## config.mk

```make
export PLATFORM = sky130hd
export DESIGN_NAME = gpio_input_conditioner
export DESIGN_NICKNAME = d
export VERILOG_FILES = /design/src/rtl/gpio_input_conditioner.sv
export SDC_FILE = /design/constraint.sdc
export NUM_CORES = 1
export LEC_CHECK = 0
export CAP_MARGIN = 15
export CORE_ASPECT_RATIO = 0.7
export CORE_MARGIN = 10
export CORE_UTILIZATION = 25
export DETAILED_ROUTE_END_ITERATION = 12
export SLEW_MARGIN = 20
export SYNTH_ARGS = -nofsm -noshare
export SYNTH_HDL_FRONTEND = slang
export SYNTH_SLANG_ARGS = --single-unit
```

## constraint.sdc

```tcl
create_clock -name clk -period 1.5 [get_ports clk]
set_input_delay 0.3 -clock clk [delete_from_list [all_inputs] [get_ports clk]]
set_output_delay 0.3 -clock clk [all_outputs]
set_load 0.01 [all_outputs]
```

## src/rtl/gpio_input_conditioner.sv

```systemverilog
// Purpose: per-pin synchroniser and debouncer. Outputs a clean level and one-cycle rise/fall pulses.
// Latency: SYNC_STAGES cycles, then the wait to the DB_COUNT-th sample tick, then 1 register cycle.
// Backpressure: none. Outputs are free-running. Optional GPIO_EVENT_LATCH_EN adds sticky event flags.
module gpio_input_conditioner #(
    parameter int WIDTH       = 34,
    parameter int SYNC_STAGES = 2,
    parameter int PRESCALE    = 1000,
    parameter int DB_COUNT    = 4
) (
    input  logic             clk,
    input  logic             gated_reset,
    input  logic [WIDTH-1:0] gpio_in,
    input  logic             sample_en,
    output logic [WIDTH-1:0] level_out,
    output logic [WIDTH-1:0] rise_pulse,
    output logic [WIDTH-1:0] fall_pulse,
`ifdef GPIO_EVENT_LATCH_EN
    input  logic [WIDTH-1:0] evt_clear,
    output logic [WIDTH-1:0] evt_flags,
`endif
    output logic             tick
);

    localparam int PW = (PRESCALE > 1) ? $clog2(PRESCALE) : 1;
    localparam int CW = $clog2(DB_COUNT + 1);
    localparam logic [PW-1:0] PS_MAX  = PW'(PRESCALE - 1);
    localparam logic [CW-1:0] DB_LAST = CW'(DB_COUNT - 1);

    logic [SYNC_STAGES-1:0][WIDTH-1:0] sync_q;
    logic [WIDTH-1:0]                  sync;
    logic [PW-1:0]                     ps_cnt;
    logic [WIDTH-1:0][CW-1:0]          cnt_q;
    logic [WIDTH-1:0][CW-1:0]          cnt_nxt;
    logic [WIDTH-1:0]                  level_nxt;
    logic [WIDTH-1:0]                  rise_nxt;
    logic [WIDTH-1:0]                  fall_nxt;

    assign sync = sync_q[SYNC_STAGES-1];

    // Bring the raw pins into the clk domain through a multi-flop chain.
    always_ff @(posedge clk or negedge gated_reset) begin
        if (!gated_reset) begin
            sync_q <= '0;
        end else begin
            sync_q[0] <= gpio_in;
            for (int s = 1; s < SYNC_STAGES; s++) begin
                sync_q[s] <= sync_q[s-1];
            end
        end
    end

    // Shared prescaler. It produces a registered one-cycle tick every PRESCALE enabled cycles.
    always_ff @(posedge clk or negedge gated_reset) begin
        if (!gated_reset) begin
            ps_cnt <= '0;
            tick   <= 1'b0;
        end else if (sample_en) begin
            if (ps_cnt == PS_MAX) begin
                ps_cnt <= '0;
                tick   <= 1'b1;
            end else begin
                ps_cnt <= ps_cnt + PW'(1);
                tick   <= 1'b0;
            end
        end else begin
            tick <= 1'b0;
        end
    end

    // Per-channel debounce decision. The registered tick qualifies every update.
    always_comb begin
        cnt_nxt   = cnt_q;
        level_nxt = level_out;
        rise_nxt  = '0;
        fall_nxt  = '0;
        if (tick) begin
            for (int i = 0; i < WIDTH; i++) begin
                if (sync[i] == level_out[i]) begin
                    cnt_nxt[i] = '0;
                end else if (cnt_q[i] == DB_LAST) begin
                    cnt_nxt[i]   = '0;
                    level_nxt[i] = sync[i];
                    rise_nxt[i]  = sync[i];
                    fall_nxt[i]  = ~sync[i];
                end else begin
                    cnt_nxt[i] = cnt_q[i] + CW'(1);
                end
            end
        end
    end

    // Debounce state and outputs. Each pulse appears in the first cycle of the new level.
    always_ff @(posedge clk or negedge gated_reset) begin
        if (!gated_reset) begin
            cnt_q      <= '0;
            level_out  <= '0;
            rise_pulse <= '0;
            fall_pulse <= '0;
        end else begin
            cnt_q      <= cnt_nxt;
            level_out  <= level_nxt;
            rise_pulse <= rise_nxt;
            fall_pulse <= fall_nxt;
        end
    end

`ifdef GPIO_EVENT_LATCH_EN
    // Sticky per-channel event flags. A new edge beats a clear in the same cycle.
    always_ff @(posedge clk or negedge gated_reset) begin
        if (!gated_reset) begin
            evt_flags <= '0;
        end else begin
            evt_flags <= (evt_flags & ~evt_clear) | rise_pulse | fall_pulse;
        end
    end
`endif

endmodule

```

==> impl_results.md, run 1 <==
- Status: completed
- Worst Setup SP: tick
- Area of the multi-input gates: 3613 µm²
- Clk_lat worst skew: 0.55 ns
- Reg2Reg Depth: 4
- Clock buffer depth: 3
- Unrepaired setup endpoints after global routing: true
- P&R area growth vs syn: 29.63%
- Clock buffer count from CTS: 29
- Initial antenna violation count: 0
- Starting Density: 25.28%
- WP depth: 1
- Register area share after synthesis: 64.06%
- Fin nets: 1,180
- DP HPWL: 13,950 µm
- Ys Warns: 0
- WL per Instance: 12.41 µm
- Max-Cap Viols: 0
- Fin crit period: 1.499 ns
- Pre-CTS setup slack: -0.1935 ns
- Synth Net Count: 965
- Critical Path AT: 1.20 ns
- CTS tree: yes
- Die area: 53,160 µm²
- Core Area: 43,720 µm²
- Worst Hold End: sync_q[12]
- Fillers: 4,348
- Worst path max stage delay: 0.51 ns
- Hold WC Path Type: in2reg
- CP max-delay cell: dfrtp_4
- Vias in the first global route: 7,199
- Final Max Tran Viols: 0
- DRT Wirelength: 21,310 µm
- Pin count of the biggest net entering global routing: 68
- Pleak: 6.625 nW
- Max_slew headroom: 76.01%
- Routability congestion estimate: 0.7233
- Synth unique cells: 33
- Reg area: 7087 µm²
- Final Worst Setup Slack: 0.001077 ns
- Layout cells sized above 1: 19.86%
- IO buf count: 139
- First-pass GRT wire length: 35,250 µm
- IO Count: 140
- DR DRC count: 0
- Crit start category: flip-flop
- Req. time, crit path: 1.20 ns
- Syn_area_per_cell: 12.38 µm²
- Critical path fanouts, max: 3
- Terminus of the critical flop-to-flop path: level_out[28]
- Detail Route Antenna Nets: 0
- Detailed Routing Iterations Pass 1: 4
- Reg clk slew, reported paths: 0.06 ns
- Gr ovfl total: 0
- WHS Path Cells: 1
- Endpoints failing setup: 0
- Die height: 195.9 µm
- Fin Setup TNS: 0 ns
- CTS sink cnt: 283
- Fmax achieved: 667.1 MHz
- Worst-margin pin slew: 0.3598 ns
- Worst VDD drop: 621.2 µV
- Die Wd: 271.3 µm
- Power Density: 1072 nW/µm²
- Cells along the critical path: buf_6
- DR vias/cell: 4.097
- Worst r2r src: tick
- WP buf/inv: 1
- Reg-to-reg slack, setup: 0.01 ns
- Crit-path leading delay family: flip-flops
- Type of the worst setup path: reg2out
- Diode count: 0
- FP Rows: 64
- Final Cycle Share: 99.93%
- Worst Setup End Kind: primary output
- Tot Pwr: 15.36 mW
- First-iteration detailed-routing DRC count: 339
- H-tree levels: 1
- Cells after synthesis: 893
- Skew final: 0.01640 ns
- Hold Path Origin: gpio_in[12]
- Final Hold Viols: 0
- Post-synthesis cell area: 11,050 µm²
- Seq cells post-synth: 283
- Overall routing resource usage: 7.705%
- Clk root buf: clkbuf_16
- DR vias: 7,035
area by class of cell:
class	count	area share (%)
Timing Repair Buffer	209	12.24
Multi-Input combinational cell	515	25.22
Sequential cell	283	49.45
Tap cell	594	5.186
Clock inverter	8	0.4890
Inverter	70	1.834
Clock buffer	38	5.579
Yosys cell counts:
master	count	share of area [%]
clkbuf_1	13	0.44
a21o_1	2	0.14
or3b_1	1	0.079
ha_1	35	4.0
inv_1	70	2.4
xnor2_1	6	0.48
o21ai_0	68	3.1
o311ai_1	1	0.079
buf_2	12	0.54
nor2b_1	2	0.11
mux2_2	36	3.7
nand4_1	4	0.23
a2bb2oi_1	1	0.079
a21boi_0	30	2.0
nor3b_1	68	4.6
a21oi_1	2	0.091
nor3_1	5	0.23
xor2_1	30	2.4
or3_1	2	0.11
or4_1	1	0.068
or2_2	1	0.057
a211o_1	1	0.079
nand3_1	8	0.36
nor2_1	2	0.068
nor4_1	1	0.057
dfrtp_1	283	64
o21a_1	1	0.068
and2_1	3	0.17
nand2_1	72	2.4
o22ai_1	37	2.1
nand3b_1	31	2.1
o221ai_1	1	0.079
nand2b_1	63	3.6
state kept, by name, summed over array words and instances, names as in the netlist:
name	cells
tick	1
sync_q	34
cnt_q	102
ps_cnt	10
rise_pulse	34
sync	34
fall_pulse	34
level_out	34
worst reg2reg max path, stage by stage, from the launching register on:
cell and delay, ns:
dfrtp_4 0.51, buf_6 0.16, buf_16 0.17, nand3b_1 0.19, mux2_2 0.34
how the worst max path moves through the flow:
stage	endpoint	slack [ns]
3_5_place_dp	ps_cnt[9]	-0.19
2_1_floorplan	ps_cnt[8]	0.07
3_3_place_gp	ps_cnt[6]	-0.14
6_report	tick	0.001
5_1_grt	tick	-0.06
4_1_cts	tick	-0.09
what timing repair did:
action,4_1_cts,5_1_grt
hold buffers,1,0
pin swaps,6,7
setup endpoints to repair,103,39
resized for setup,314,26
endpoints found under the hold margin,283,0
cloned,0,1
setup buffers,30,6
cells in the final DEF, fill, tap and decap left out, types with 2 or more instances in the layout:
cell,count
o21ai_0,68
and2_1,3
nor2b_1,2
a21o_1,2
inv_1,70
nand4_1,4
clkbuf_8,4
buf_4,60
xor2_1,30
a21oi_1,2
clkinv_2,5
nand2b_1,63
ha_1,35
nand3b_1,31
clkdlybuf4s15_2,11
xnor2_1,6
nor3b_1,68
clkbuf_1,5
nand3_1,7
clkdlybuf4s15_1,33
clkdlybuf4s50_1,35
nor2_1,2
clkbuf_16,30
nand2_1,72
buf_2,50
a21boi_0,30
o22ai_1,37
buf_6,5
clkinvlp_4,2
buf_12,4
clkbuf_2,7
mux2_2,36
or3_1,2
nor3_1,4
dfrtp_1,281
metrics by stage:
step	util, %	hold WS [ns]	std cells	instance area, µm²
after floorplan	-	0.004409	893	11050
after global placement	30.63	0.1847	1633	13390
after detailed placement	30.63	0.1837	1633	13390
after CTS	32.72	0.1298	1710	14310
after global routing	32.78	0.1460	1717	14330
final	32.78	0.1799	1717	14330
layer usage:
metal	share of wire (%)	vias to the layer above	wire length [µm]	GRT usage [%]
met5	0	-	0	0
met4	2.2	0	472	2.115
met3	6.3	31	1338	2.758
met2	44	120	9349	12.00
met1	48	3423	10150	9.955
li1	-	3461	-	-
where the power goes:
| part | switching, mW | internal, mW |
|---|---|---|
| registers | 0.113 | 7.79 |
| clock network | 2.90 | 3.86 |
| logic | 0.388 | 0.314 |
| total | 3.40 | 12.0 |
kinds of logic after synthesis:
family	share of synthesized area [%]
AO/OA/AOI/OAI	7.821
XOR/XNOR	2.852
adder cells (fa/ha/maj)	3.962
buffers and inverters	3.362
flip-flops	64.06
multiplexers	3.667
AND/OR/NAND/NOR	14.27
(Power assumes the default switching activity.)
==> run 2, diff against run 1 <==
--- a/config.mk
+++ b/config.mk
@@ -7,7 +7,7 @@
 export LEC_CHECK = 0
 export CAP_MARGIN = 15
 export CORE_ASPECT_RATIO = 0.7
-export CORE_MARGIN = 10
+export CORE_MARGIN = 2
 export CORE_UTILIZATION = 25
 export DETAILED_ROUTE_END_ITERATION = 12
 export SLEW_MARGIN = 20
==> run 2 against run 1 <==
Net effect: global-route usage up 1.5 points; critical path depth unchanged; largest cell class unchanged; fmax is 0.52% higher; highest routed layer unchanged; largest power group unchanged.
==> impl_results.md, run 2 (synthesis results as in run 1) <==
- Pleak: 6.795 nW (+2.6%)
- Worst Setup End Kind: primary output
- DRT Wirelength: 22,550 µm (+5.8%)
- Worst-margin pin slew: 0.3831 ns (+0.02325 ns)
- Detail Route Antenna Nets: 0 (unchanged)
- First-pass GRT wire length: 35,650 µm (+1.2%)
- P&R area growth vs syn: 31.02%
- Switch share: 22.36% (+0.25 points)
- Fin nets: 1,195 (+1.3%)
- Unrepaired setup endpoints after global routing: true
- Clk root buf: clkbuf_16
- Number of flip-flops in the largest register: 102 (unchanged)
- WP buf/inv: 1 (unchanged)
- Die area: 45,940 µm² (-14%)
- Status: completed
- WL per Instance: 12.96 µm (+4.4%)
- DP HPWL: 13,680 µm (-2.0%)
- Commonest non-fill, non-tap cell in the layout: dfrtp_1
- DR vias/cell: 4.089 (-0.20%)
- Final Cycle Share: 99.41% (-0.52 points)
- CTS sink cnt: 283 (unchanged)
- Reg with most FFs: cnt_q
- NetSw: 3.522 mW (+3.7%)
- Clock share of power: 45.4% (+1.4 points)
- Clock buffer count from CTS: 29 (unchanged)
- Max-Cap Viols: 0 (unchanged)
- Max_slew headroom: 74.46% (-1.6 points)
- Routability congestion estimate: 0.7421 (+2.6%)
- Type of the worst setup path: reg2out
- Critical Path AT: 1.19 ns (about the same)
- Final Worst Setup Slack: 0.008848 ns (+0.007771 ns)
- Power Density: 1088 nW/µm² (+1.5%)
- Worst VDD drop: 807.3 µV (+30%)
- CP max-delay cell: dfrtp_4
- Hold slack: 0.1686 ns (-0.01132 ns)
- Combinational power share: 4.3% (-0.3 points)
- Diode count: 0 (unchanged)
- Req. time, crit path: 1.20 ns (about the same)
- IO buf count: 139 (unchanged)
- Fin crit period: 1.491 ns (-0.007771 ns)
- Initial antenna violation count: 0 (unchanged)
- Final Max Tran Viols: 0 (unchanged)
- Core Area: 43,640 µm² (-0.18%)
- H-tree levels: 1 (unchanged)
- DR DRC count: 0 (unchanged)
- Overall routing resource usage: 9.205% (+1.5 points)
- Worst path max stage delay: 0.50 ns (about the same)
- Hold WC Path Type: in2reg
- Crit-path leading delay family: flip-flops
- Vias in the first global route: 7,208 (+0.13%)
- Critical path fanouts, max: 2 (-1)
- P_int: 12.23 mW (+2.2%)
- Reg-to-reg slack, setup: 0.03 ns (+0.02 ns)
- Clk_lat worst skew: 0.56 ns (about the same)
- IO Count: 140 (unchanged)
- Sequential share of power: 50.3% (-1.1 points)
- Gr ovfl total: 0 (unchanged)
- Fmax achieved: 670.6 MHz (+0.52%)
- Layout cells sized above 1: 23.14% (+3.3 points)
- Pin count of the biggest net entering global routing: 67 (-1.5%)
- DR vias: 7,111 (+1.1%)
- Starting Density: 25.33% (+0.046 points)
- Skew final: 0.01331 ns (-0.003090 ns)
- First-iteration detailed-routing DRC count: 322 (-5.0%)
- CTS tree: yes
- Final Hold Viols: 0 (unchanged)
- Endpoints failing setup: 0 (unchanged)
- Pre-CTS setup slack: -0.1437 ns (+0.04981 ns)
- Reg clk slew, reported paths: 0.06 ns (about the same)
- Most frequent cells in the layout: 279 x dfrtp_1, 72 x nand2_1, 71 x buf_4
- Die Wd: 255.3 µm (-5.9%)
- Clock buffer depth: 3 (unchanged)
- Die height: 179.9 µm (-8.2%)
- Detailed Routing Iterations Pass 1: 4 (unchanged)
- Cells along the critical path: buf_6
- Crit start category: flip-flop
- FP Rows: 64 (unchanged)
-- run 2: worst paths after layout --
kind | from | to | depth (start not counted)
hold / removal | gpio_in[22] | sync_q[22] | 1
min in group asynchronous | gated_reset | cnt_q[58] | 2
hold reg to reg | sync_q[18] | sync[18] | 0
max in group asynchronous | gated_reset | level_out[25] | 3
setup / recovery | tick | tick | 1
setup reg to reg | tick | cnt_q[39] | 5
-- run 2: stage by stage --
stage	util, %	power [mW]	setup TNS, ns	cells	instance area (µm²)
detailed placement	30.66	8.719	-0.5520	1633	13380
finish	33.19	15.75	0	1739	14480
floorplan	-	8.298	0	893	11050
global placement	30.66	8.701	-0.3934	1633	13380
CTS	32.98	16.04	-1.015	1719	14390
global route	33.19	16.51	-0.04793	1739	14480
-- run 2: cell type report --
| class | count | area, µm² |
|---|---|---|
| Multi-Input combinational cell | 515 | 3630 |
| Fill cell | 4321 | 29160 |
| Clock inverter | 11 | 115.1 |
| Timing Repair Buffer | 224 | 1819 |
| Sequential cell | 283 | 7089 |
| Inverter | 70 | 262.8 |
| Clock buffer | 42 | 824.5 |
| Tap cell | 594 | 743.2 |
-- run 2: power groups by stage --
| stage | combinational, mW | clock [mW] | sequential (mW) |
|---|---|---|---|
| floorplan | 0.276 | 0 | 8.02 |
| global placement | 0.654 | 0 | 8.05 |
| detailed placement | 0.668 | 0 | 8.05 |
| CTS | 0.672 | 7.45 | 7.91 |
| global route | 0.776 | 7.80 | 7.93 |
| finish | 0.684 | 7.15 | 7.92 |
-- run 2: repair_timing --
item	in CTS	in global routing
gates resized for setup	316	56
hold endpoints to repair	34	0
pin swaps	10	8
gates cloned	0	5
hold buffers	1	0
setup buffers	32	15
setup endpoints to repair	103	97
-- run 2: layer usage --
metal	routed length, µm	vias to the layer above	track usage (%)
li1	-	3493	-
met1	10900	3477	12.22
met2	10030	107	14.66
met3	1021	34	2.623
met4	589	0	2.565
met5	0	-	0
